$ cat src/rtl/mem_arb_pkg.sv
// mem_arb_pkg: shared types for the unified memory-port arbiter.
//   arb_state_t : arbiter FSM state (IDLE, WAIT_I, WAIT_D)
//   owner_t     : which requester owns the current selection
//   BE_W        : byte-enable width of the memory port
package mem_arb_pkg;

   typedef enum logic [1:0] {IDLE, WAIT_I, WAIT_D} arb_state_t;
   typedef enum logic {OWN_I, OWN_D} owner_t;

   localparam int BE_W = 4;

endpackage

$ cat src/rtl/arb_starve_ctr.sv
// arb_starve_ctr: saturating count of consecutive cycles the I-side was
// left waiting.
//   clk, rst : clock, synchronous active-high reset
//   inc      : I-side requesting and not granted this cycle
//   clr      : I-side granted or not requesting (wins over inc)
//   starved  : count has reached STARVE_LIMIT
module arb_starve_ctr #(
   parameter int STARVE_LIMIT = 4
) (
   input  logic clk,
   input  logic rst,
   input  logic inc,
   input  logic clr,
   output logic starved
);

   localparam int CW = $clog2(STARVE_LIMIT + 1);

   logic [CW-1:0] cnt;

   // Saturate at the limit; anything above it carries no extra meaning.
   always_ff @(posedge clk) begin
      if (rst || clr)
         cnt <= '0;
      else if (inc && (cnt != CW'(STARVE_LIMIT)))
         cnt <= cnt + 1'b1;
   end

   assign starved = (cnt >= CW'(STARVE_LIMIT));

endmodule

$ cat src/rtl/mem_arbiter.sv
// mem_arbiter: shares the single instruction/data memory port between the
// fetch stage (I-side) and the memory stage (D-side). One read outstanding.
//   clk, rst                       : clock, synchronous active-high reset
//   if_req/if_addr                 : fetch read request
//   if_gnt/if_rvalid/if_rdata      : fetch accept and read response
//   dm_req/dm_we/dm_be/dm_addr/dm_wdata : data request
//   dm_gnt/dm_rvalid/dm_rdata      : data accept and read response
//   mem_req/we/be/addr/wdata       : request forwarded to memory
//   mem_ready/mem_rvalid/mem_rdata : memory accept and read response
//   protocol_err                   : sticky, response seen with no read outstanding
module mem_arbiter
   import mem_arb_pkg::*;
#(
   parameter int ADDR_WIDTH   = 32,
   parameter int DATA_WIDTH   = 32,
   parameter int STARVE_LIMIT = 4
) (
   input  logic                  clk,
   input  logic                  rst,
   input  logic                  if_req,
   input  logic [ADDR_WIDTH-1:0] if_addr,
   output logic                  if_gnt,
   output logic                  if_rvalid,
   output logic [DATA_WIDTH-1:0] if_rdata,
   input  logic                  dm_req,
   input  logic                  dm_we,
   input  logic [BE_W-1:0]       dm_be,
   input  logic [ADDR_WIDTH-1:0] dm_addr,
   input  logic [DATA_WIDTH-1:0] dm_wdata,
   output logic                  dm_gnt,
   output logic                  dm_rvalid,
   output logic [DATA_WIDTH-1:0] dm_rdata,
   output logic                  mem_req,
   output logic                  mem_we,
   output logic [BE_W-1:0]       mem_be,
   output logic [ADDR_WIDTH-1:0] mem_addr,
   output logic [DATA_WIDTH-1:0] mem_wdata,
   input  logic                  mem_ready,
   input  logic                  mem_rvalid,
   input  logic [DATA_WIDTH-1:0] mem_rdata,
   output logic                  protocol_err
);

   arb_state_t state;
   owner_t     win;
   logic       sel;
   logic       issue;
   logic       accept;
   logic       starved;
   logic       perr;

   // D-side normally wins; a starved I-side takes priority over it.
   always_comb begin
      win = OWN_D;
      sel = 1'b0;
      if (if_req && (!dm_req || starved)) begin
         win = OWN_I;
         sel = 1'b1;
      end else if (dm_req) begin
         win = OWN_D;
         sel = 1'b1;
      end
   end

   // Issue only from IDLE; a WAIT state blocks until its response arrives.
   assign issue  = !rst && (state == IDLE) && sel;
   assign accept = issue && mem_ready;

   assign mem_req   = issue;
   assign mem_we    = issue && (win == OWN_D) && dm_we;
   assign mem_be    = !issue ? '0 : ((win == OWN_I) ? {BE_W{1'b1}} : dm_be);
   assign mem_addr  = !issue ? '0 : ((win == OWN_I) ? if_addr : dm_addr);
   assign mem_wdata = (issue && (win == OWN_D)) ? dm_wdata : '0;

   assign if_gnt = accept && (win == OWN_I);
   assign dm_gnt = accept && (win == OWN_D);

   assign if_rvalid = !rst && (state == WAIT_I) && mem_rvalid;
   assign dm_rvalid = !rst && (state == WAIT_D) && mem_rvalid;
   assign if_rdata  = if_rvalid ? mem_rdata : '0;
   assign dm_rdata  = dm_rvalid ? mem_rdata : '0;

   assign protocol_err = perr && !rst;

   always_ff @(posedge clk) begin
      if (rst) begin
         state <= IDLE;
         perr  <= 1'b0;
      end else begin
         case (state)
            IDLE: begin
               // A response with nothing outstanding is dropped and flagged.
               if (mem_rvalid)
                  perr <= 1'b1;
               if (if_gnt)
                  state <= WAIT_I;
               else if (dm_gnt && !dm_we)
                  state <= WAIT_D;
            end
            WAIT_I, WAIT_D: begin
               if (mem_rvalid)
                  state <= IDLE;
            end
            default: state <= IDLE;
         endcase
      end
   end

   // Waiting in WAIT states also counts as being denied.
   arb_starve_ctr #(
      .STARVE_LIMIT (STARVE_LIMIT)
   ) u_starve (
      .clk     (clk),
      .rst     (rst),
      .inc     (if_req && !if_gnt),
      .clr     (if_gnt || !if_req),
      .starved (starved)
   );

endmodule

$ cat config.mk
export PLATFORM = sky130hd
export DESIGN_NAME = mem_arbiter
export DESIGN_NICKNAME = d
export VERILOG_FILES = /design/src/rtl/mem_arb_pkg.sv /design/src/rtl/arb_starve_ctr.sv /design/src/rtl/mem_arbiter.sv
export SDC_FILE = /design/constraint.sdc
export NUM_CORES = 1
export LEC_CHECK = 0
export BUFFER_PORTS_ARGS = -buffer_cell sky130_fd_sc_hd__buf_2
export CORE_AREA = 5 5 104 106
export DETAILED_ROUTE_END_ITERATION = 8
export DIE_AREA = 0 0 109 111
export SETUP_SLACK_MARGIN = 0.05
export SLEW_MARGIN = 10
export SYNTH_ARGS = -nofsm -noshare
export SYNTH_HDL_FRONTEND = slang
export SYNTH_SLANG_ARGS = --single-unit
$ cat constraint.sdc
create_clock -name clk -period 1.9 [get_ports clk]
set_clock_uncertainty 0.15 [all_clocks]
set_input_delay 0.285 -clock clk [delete_from_list [all_inputs] [get_ports clk]]
set_output_delay 0.285 -clock clk [all_outputs]
set_load 0.03 [all_outputs]
==> impl_metrics.json, run 1 <==
{
  "fin_crit_sh_pct": 106.1,
  "nFillCells": 929,
  "crit_path_max_fanout": 33,
  "gp_congestion": 0.8747,
  "vias": 3118,
  "p_sw_mw": 0.6317,
  "worstReg2RegStart": "state[1]",
  "grt_overflow": 0,
  "row_count": 36,
  "holdWs_ps": 201.1,
  "cts_tree": "yes",
  "clockBufferDepth": 2,
  "hp-class": "in -> reg",
  "drc": 0,
  "drt_iter0_markers": 143,
  "grt_antenna_before_repair": 0,
  "p_total_mw": 1.390,
  "dp_slack_ps": 25.20,
  "slew_viol_final": 0,
  "finalHoldViolCount": 0,
  "netlist_instances": 278,
  "mappedNetlistArea_um2": 1649,
  "ir_drop_mv": 0.2402,
  "numCtsBuffers": 3,
  "wl_um": 12640,
  "die_h_um": 111,
  "total_leakage_power_nw": 2.302,
  "coreArea_um2": 9684,
  "stdcell_count": 689,
  "layout_common_cells": "139 x buf_2, 106 x buf_6, 62 x and2_4, 42 x buf_4, 35 x and2_1",
  "path_class": "reg -> out",
  "fin_setup_tns_ps": -9201,
  "worst_slew_pin_slew_ps": 425.9,
  "drive_gt1_share_pct": 75.00,
  "arrival_ps": 1580,
  "nNetsFinal": 702,
  "yosysWarnings": 0,
  "worst_slack_ps": -116.8,
  "p_comb_share_pct": 76.9,
  "synth_cell_types": 27,
  "grt_pass1_vias": 3270,
  "cp-start-kind": "flip-flop",
  "final_common_cell": "buf_2",
  "synth_seq_cells": 6,
  "crit_path_end_kind": "output port",
  "period_minus_slack_ps": 2017,
  "post-route-cell-area_um2": 4715,
  "crit_start": "state[1]",
  "grt_max_degree": 37,
  "clk_latency_ps": 220,
  "die_width_um": 109,
  "powerDensity_nw_per_um2": 294.9,
  "hold_buffers": 0,
  "cts_root_buf": "clkbuf_8",
  "dpl_cell_area_um2": 3276,
  "dp_cells": 674,
  "p_seq_share_pct": 9.9,
  "status": "finished with violations",
  "post-route-util_pct": 48.68,
  "crit_required_ps": 1460,
  "numPortBuffers": 277,
  "grt_pass1_wl_um": 17340,
  "fp.dieArea_um2": 12100,
  "drtPass1Iterations": 4,
  "track_usage_pct": 17.85,
  "intPower_mw": 0.7584,
  "ant_nets": 0,
  "htreeDepth": 1,
  "diodes": 0,
  "yosysSeqAreaShare_pct": 7.284,
  "relSlewSlack_pct": 71.31,
  "max_freq_mhz": 495.8,
  "cap_violations": 0,
  "setup_viol": 106,
  "path_clk_slew_ps": 40,
  "hpwl_um": 8366,
  "start_util_pct": 17.03,
  "switching_share_pct": 45.44,
  "avgViaCountPerCell": 4.525,
  "violations": "negative setup slack",
  "pwr-share-clk_pct": 13.3,
  "ios": 278,
  "min_from": "mem_rvalid",
  "wl_per_cell_um": 18.35,
  "syn_to_final_growth_pct": 185.9,
  "numClockSinks": 6,
  "syn_nets": 422,
  "grt_setup_unrepaired": "yes",
  "avgSynthCellArea_um2": 5.932
}
==> worst paths after layout <==
kind                            cells past startpoint          end  slack [ps]
worst max-delay path                                7  if_rdata[7]        -120
worst min-delay path                                3         perr         200
worst max register to register                      6     state[1]         220
worst min register to register                      2         perr         320
==> cells by family after synthesis <==
group,after synthesis,share of synthesized area [%]
simple gates,159,56.22
compound gates,75,24.05
buf+inv,32,8.118
xor+xnor,1,0.5312
fa+ha+maj,5,3.794
flops,6,7.284
==> synthesized netlist by cell type <==
master,count,area share (%)
nor2b_2,1,0.53
a21bo_2,1,0.61
a21oi_1,38,12
buf_2,11,3.3
o21ai_0,26,7.9
inv_1,5,1.1
nand2b_1,3,1.1
nor4bb_1,1,0.61
nand3_1,33,10
nor2b_1,2,0.76
ha_1,5,3.8
clkbuf_1,15,3.4
o21bai_2,1,0.68
and3b_1,2,1.1
or4_1,1,0.46
o21ai_1,6,1.8
o21bai_1,1,0.46
nand2_1,4,0.91
nor3_1,2,0.61
nor2_1,11,2.5
xnor2_1,1,0.53
nand3b_1,1,0.46
dfxtp_1,6,7.3
nor4_1,1,0.38
o41ai_1,2,1.1
inv_2,1,0.23
and2_1,97,37
==> registers in the layout, summed over array words and instances (netlist names) <==
signal	count
perr	1
u_starve.cnt	3
state	2
==> per-layer routing <==
metal / vias to the layer above / global-route usage [%] / wire (um)
met5: - / 0 / 0
met4: 0 / 5.471 / 336
met3: 28 / 3.494 / 1087
met2: 176 / 34.73 / 6715
met1: 1422 / 18.60 / 4501
li1: 1492 / - / -
==> worst max-delay path, stage by stage (launching register included) <==
cell	delay (ps)
dfxtp_2	330
inv_2	50
buf_4	130
ha_1	160
and3b_1	190
buf_12	160
and2_1	170
buf_4	170
==> final cells by class <==
cell class | instances | area, um2 | share of cell area (%)
Multi-Input combinational cell | 240 | 1868 | 39.62
Clock buffer | 3 | 41.29 | 0.8758
Tap cell | 133 | 166.4 | 3.530
Sequential cell | 6 | 123.9 | 2.627
Timing Repair Buffer | 301 | 2492 | 52.87
Inverter | 6 | 22.52 | 0.4777
==> power groups by stage <==
stage | Sequential, mW | Clock (mW) | Combinational [mW]
after floorplan | 0.137 | 0 | 0.409
after global placement | 0.138 | 0 | 0.721
after detailed placement | 0.138 | 0 | 0.730
after CTS | 0.137 | 0.192 | 1.01
after global routing | 0.138 | 0.199 | 1.13
final | 0.137 | 0.184 | 1.07
==> repair_timing <==
action | in CTS | in global routing
resized for setup | 298 | 90
pin swaps | 16 | 19
setup endpoints to repair | 136 | 139
buffers inserted | 4 | 2
cloned | 5 | 4
Note: power is estimated with default switching activity, not from simulation.
==> inputs of run 2 (changes only) <==
Settings changed: CORE_AREA 5 5 104 106 to 2 2 107 109, CTS_CLUSTER_SIZE from default to 25, SKIP_LAST_GASP from default to 1.
==> run 2 against run 1 <==
The flow still finishes with violations (negative setup slack). Register-to-register slack worse by 20 ps. Sequential power hardly changed. Hold slack worse by 13 ps. Power is 14% higher. Largest cell class unchanged. Largest power group unchanged.
==> impl_metrics.json, run 2 (synthesized netlist as in run 1, its figures left out) <==
{
  "worst_slew_pin_slew_ps": 417.3,
  "start_util_pct": 14.89,
  "holdWs_ps": 187.9,
  "ant_nets": 0,
  "nFillCells": 1089,
  "dr_wl_met2_um": 6439,
  "layout_common_cells": "140 x buf_2, 75 x buf_4, 74 x buf_6, 64 x and2_1",
  "status": "finished with violations",
  "wl_um": 11660,
  "drt_iter0_markers": 155,
  "ir_drop_mv": 0.3306,
  "hold_buffers": 0,
  "post-route-cell-area_um2": 4661,
  "die_h_um": 111,
  "numClockSinks": 6,
  "grt_pass1_vias": 2837,
  "vias": 3176,
  "setup_viol": 134,
  "min_path_cells": 3,
  "clk_latency_ps": 230,
  "path_class": "reg -> out",
  "min_from": "mem_rvalid",
  "ios": 278,
  "numCtsBuffers": 3,
  "min_to": "perr",
  "max_freq_mhz": 490.3,
  "htreeDepth": 1,
  "drive_gt1_share_pct": 69.53,
  "reg2reg_to": "state[1]",
  "regMostFlops": "u_starve.cnt",
  "dpl_cell_area_um2": 3326,
  "cts_root_buf": "clkbuf_16",
  "reg_top3": "u_starve.cnt: 3 flops, state: 2 flops, perr: 1 flops",
  "fp.dieArea_um2": 12100,
  "fin_crit_sh_pct": 107.3,
  "clockBufferDepth": 2,
  "crit_path_end_kind": "output port",
  "top_layer_used": "met5",
  "drc": 0,
  "avgViaCountPerCell": 4.518,
  "numPortBuffers": 277,
  "syn_to_final_growth_pct": 182.6,
  "path_clk_slew_ps": 40,
  "worst_slack_ps": -139.5,
  "cap_violations": 0,
  "wl_met1_um": 4038,
  "nNetsFinal": 704,
  "total_leakage_power_nw": 2.283,
  "coreArea_um2": 11080,
  "r2r_cells": 6,
  "r2r_setup_slack_ps": 200,
  "grt_pass1_wl_um": 14650,
  "grt_antenna_before_repair": 3,
  "arrival_ps": 1600,
  "powerDensity_nw_per_um2": 339.1,
  "met3_wirelength_um": 1127,
  "finalHoldViolCount": 0,
  "largest_register_ffs": 3,
  "final_common_cell": "buf_2",
  "relSlewSlack_pct": 71.89,
  "grt_setup_unrepaired": "yes",
  "dp_slack_ps": 7.661,
  "slew_viol_final": 0,
  "row_count": 39,
  "crit_required_ps": 1460,
  "crit_path_max_fanout": 7,
  "cp-start-kind": "flip-flop",
  "drtPass1Iterations": 4,
  "grt_max_degree": 37,
  "worstReg2RegStart": "state[1]",
  "hpwl_um": 7895,
  "cts_tree": "yes",
  "hp-class": "in -> reg",
  "wl_per_cell_um": 16.59,
  "grt_overflow": 0,
  "die_width_um": 109,
  "period_minus_slack_ps": 2040,
  "gp_congestion": 0.7581,
  "track_usage_pct": 15.13,
  "violations": "negative setup slack"
}
==> run 2: changes by cell type in the layout (fill, tap and decap cells not counted), sizes merged <==
cell,delta
diode,+2
clkbuf,+2
==> run 2: layer usage <==
| layer | GRT usage (%) | vias to the layer above |
|---|---|---|
| li1 | - | 1507 |
| met1 | 16.28 | 1456 |
| met2 | 30.02 | 205 |
| met3 | 2.881 | 6 |
| met4 | 2.308 | 2 |
| met5 | 0 | - |
==> run 2: worst max-delay path, cell delays in order, from the launching register on <==
cell	delay [ps]
dfxtp_2	310
inv_2	80
ha_4	160
nand2b_4	60
o21bai_4	250
clkbuf_16	210
a21oi_2	140
buf_6	150
==> run 2: repair_timing <==
| item | 4_1_cts | 5_1_grt |
|---|---|---|
| endpoints found under the hold margin | 0 | 0 |
| pin swaps | 2 | 11 |
| gates cloned | 1 | 6 |
| resized for setup | 172 | 152 |
| buffers inserted | 2 | 0 |
| endpoints found under the setup margin | 136 | 138 |
==> run 2: power by group <==
part	leakage, nW	total, mW	internal (mW)	switching, mW
registers	0.0505	0.137	0.133	0.00401
logic	2.20	1.10	0.514	0.591
clock network	0.0370	0.339	0.270	0.0688
==> run 2: how the worst max path moves through the flow <==
stage	startpoint	end
floorplan	state[0]	mem_addr[26]
global placement	state[0]	mem_wdata[15]
detailed placement	state[0]	mem_wdata[15]
CTS	state[1]	mem_wdata[0]
global route	state[0]	dm_rdata[11]
finish	state[1]	mem_addr[19]
==> run 2: final cells by class <==
class                      instances  area [um2]  share of cell area, %
sequential                         6       123.9                  2.658
timing repair buffer             303        2405                  51.60
antenna                            2       5.005                 0.1074
clock buffer                       3       75.07                  1.611
tap                              143       178.9                  3.839
multi-input combinational        240        1848                  39.65
inverter                           6       25.02                 0.5369
==> run 2: stage by stage <==
step / power [mW] / util, % / cells / setup TNS [ps]
finish: 1.580 / 42.08 / 703 / -14080
detailed placement: 0.8717 / 30.02 / 689 / 0
floorplan: 0.5467 / - / 278 / -2977
global route: 1.648 / 42.05 / 702 / -20560
global placement: 0.8733 / 30.02 / 689 / 0
CTS: 1.326 / 35.29 / 695 / -13690
==> inputs of run 3 (changes only) <==
Settings changed: PLACE_DENSITY from default to 0.46, SLEW_MARGIN 10 to default.
==> run 3 against run 2 <==
The run still ends with negative setup slack left. Cell area decreased by 1.4%. Hold slack got worse by 7.7 ps. Count of clock-buffer cells in the layout unchanged. Sequential share of layout area increased by 0.091 points. Non-clock buffer count increased by 4. Worst setup slack got worse by 11 ps. Combinational power decreased by 7%. Global-route usage decreased by 0.47 points. Register-to-register slack got worse by 50 ps. Power decreased by 4.6%. Highest routed layer unchanged.
==> impl_metrics.json, run 3 (synthesized netlist as in run 1, its figures left out) <==
{
  "finalHoldViolCount": 0,
  "dr_wl_met2_um": 5716,
  "drive_gt1_share_pct": 70.28,
  "cts_root_buf": "clkbuf_16",
  "wl_met1_um": 3666,
  "nFillCells": 1106,
  "cp-start-kind": "flip-flop",
  "grt_max_degree": 37,
  "regArea_um2": 126.4,
  "cpPeakStageDelay_ps": 330,
  "fp.dieArea_um2": 12100,
  "crit_path_end_kind": "output port",
  "coreArea_um2": 11080,
  "layout_common_cells": "141 x buf_2, 78 x buf_4, 73 x buf_6, 49 x and2_1, 48 x and2_4",
  "grt_pass1_vias": 2979,
  "violations": "negative setup slack",
  "row_count": 39,
  "hpwl_um": 7343,
  "fin_setup_tns_ps": -11660,
  "avgViaCountPerCell": 4.519,
  "cp_cell_sequence": "inv_2, buf_6, ha_4, and3b_2, buf_12, and2_1, buf_4",
  "path_clk_slew_ps": 30,
  "start_util_pct": 14.89,
  "clk_latency_ps": 230,
  "path_buf_inv": 4,
  "final_common_cell": "buf_2",
  "hp-class": "in -> reg",
  "regMostFlops": "u_starve.cnt",
  "min_from": "mem_rvalid",
  "numPortBuffers": 277,
  "path_class": "reg -> out",
  "max_freq_mhz": 487.7,
  "post-route-util_pct": 41.50,
  "numCtsBuffers": 3,
  "grt_pass1_wl_um": 14060,
  "drc": 0,
  "crit_start": "state[1]",
  "cts_tree": "yes",
  "diodes": 0,
  "status": "finished with violations",
  "top_layer_used": "met5",
  "total_leakage_power_nw": 2.302,
  "crit_required_ps": 1460,
  "htreeDepth": 1,
  "worst_slack_ps": -150.6,
  "die_h_um": 111,
  "wl_um": 10630,
  "drt_iter0_markers": 151,
  "clockBufferDepth": 2,
  "grt_antenna_before_repair": 1,
  "gp_congestion": 0.8169,
  "period_minus_slack_ps": 2051,
  "reg_top3": "u_starve.cnt: 3 flops, state: 2 flops, perr: 1 flops",
  "largest_register_ffs": 3,
  "syn_to_final_growth_pct": 178.8,
  "numClockSinks": 6,
  "wl_per_cell_um": 15.08,
  "crit_slowest_cell": "dfxtp_2",
  "powerDensity_nw_per_um2": 328.0,
  "crit_path_max_fanout": 17,
  "fin_crit_sh_pct": 107.9,
  "vias": 3186,
  "ios": 278,
  "relSlewSlack_pct": 63.50,
  "arrival_ps": 1620,
  "drtPass1Iterations": 4,
  "die_width_um": 109,
  "grt_overflow": 0,
  "cap_violations": 0,
  "cp_top_family": "buffers and inverters",
  "grt_setup_unrepaired": "yes",
  "ant_nets": 0,
  "slew_viol_final": 0,
  "worstReg2RegStart": "state[1]",
  "p_total_mw": 1.508,
  "met3_wirelength_um": 921,
  "ir_drop_mv": 0.1404,
  "track_usage_pct": 14.66,
  "multi_input_area_um2": 1785,
  "setup_viol": 126,
  "nNetsFinal": 708,
  "worst_slew_pin_slew_ps": 541.8
}
==> run 3: through the flow <==
stage	setup WS (ps)	hold WS [ps]	cell area, um2	cells
detailed placement	-53.78	298.5	3328	691
global route	-205.5	196.6	4597	705
global placement	-62.12	290.9	3328	691
finish	-150.6	180.2	4597	705
floorplan	-121.1	207.4	1659	278
CTS	-138.0	183.0	4015	700
==> run 3: path summary, 6_finish.rpt <==
kind / endpoint / slack [ps] / depth (start not counted)
setup / recovery: if_rdata[1] / -150 / 7
hold / removal: perr / 180 / 3
setup reg to reg: state[1] / 150 / 7
hold reg to reg: perr / 310 / 2
==> run 3: metal layers <==
| metal | global-route usage, % | up-vias |
|---|---|---|
| met5 | 0 | - |
| met4 | 7.009 | 2 |
| met3 | 2.293 | 23 |
| met2 | 28.99 | 186 |
| met1 | 14.19 | 1471 |
| li1 | - | 1504 |
==> run 3: power breakdown <==
group          switching [mW]  internal (mW)  total, mW  leakage [nW]
clock                  0.0782          0.271      0.349        0.0370
sequential            0.00409          0.132      0.136        0.0508
combinational           0.542          0.481       1.02          2.21
total                   0.624          0.883       1.51          2.30
==> run 3: repair_timing <==
item	in CTS	in global routing
setup buffers	2	2
hold endpoints to repair	0	0
hold buffers	0	0
cloned	4	3
pin swaps	6	44
setup endpoints to repair	137	137
gates resized for setup	182	162
==> run 3: worst min-delay path: stages <==
cell     delay [ps]
buf_2           110
a21oi_1          60
nor2_1           70
==> run 3: cell type report <==
cell class / instances / area share (%)
clock buffer: 3 / 1.633
inverter: 6 / 0.4899
multi-input combinational: 240 / 38.84
sequential: 6 / 2.749
tap: 143 / 3.892
timing repair buffer: 307 / 52.40
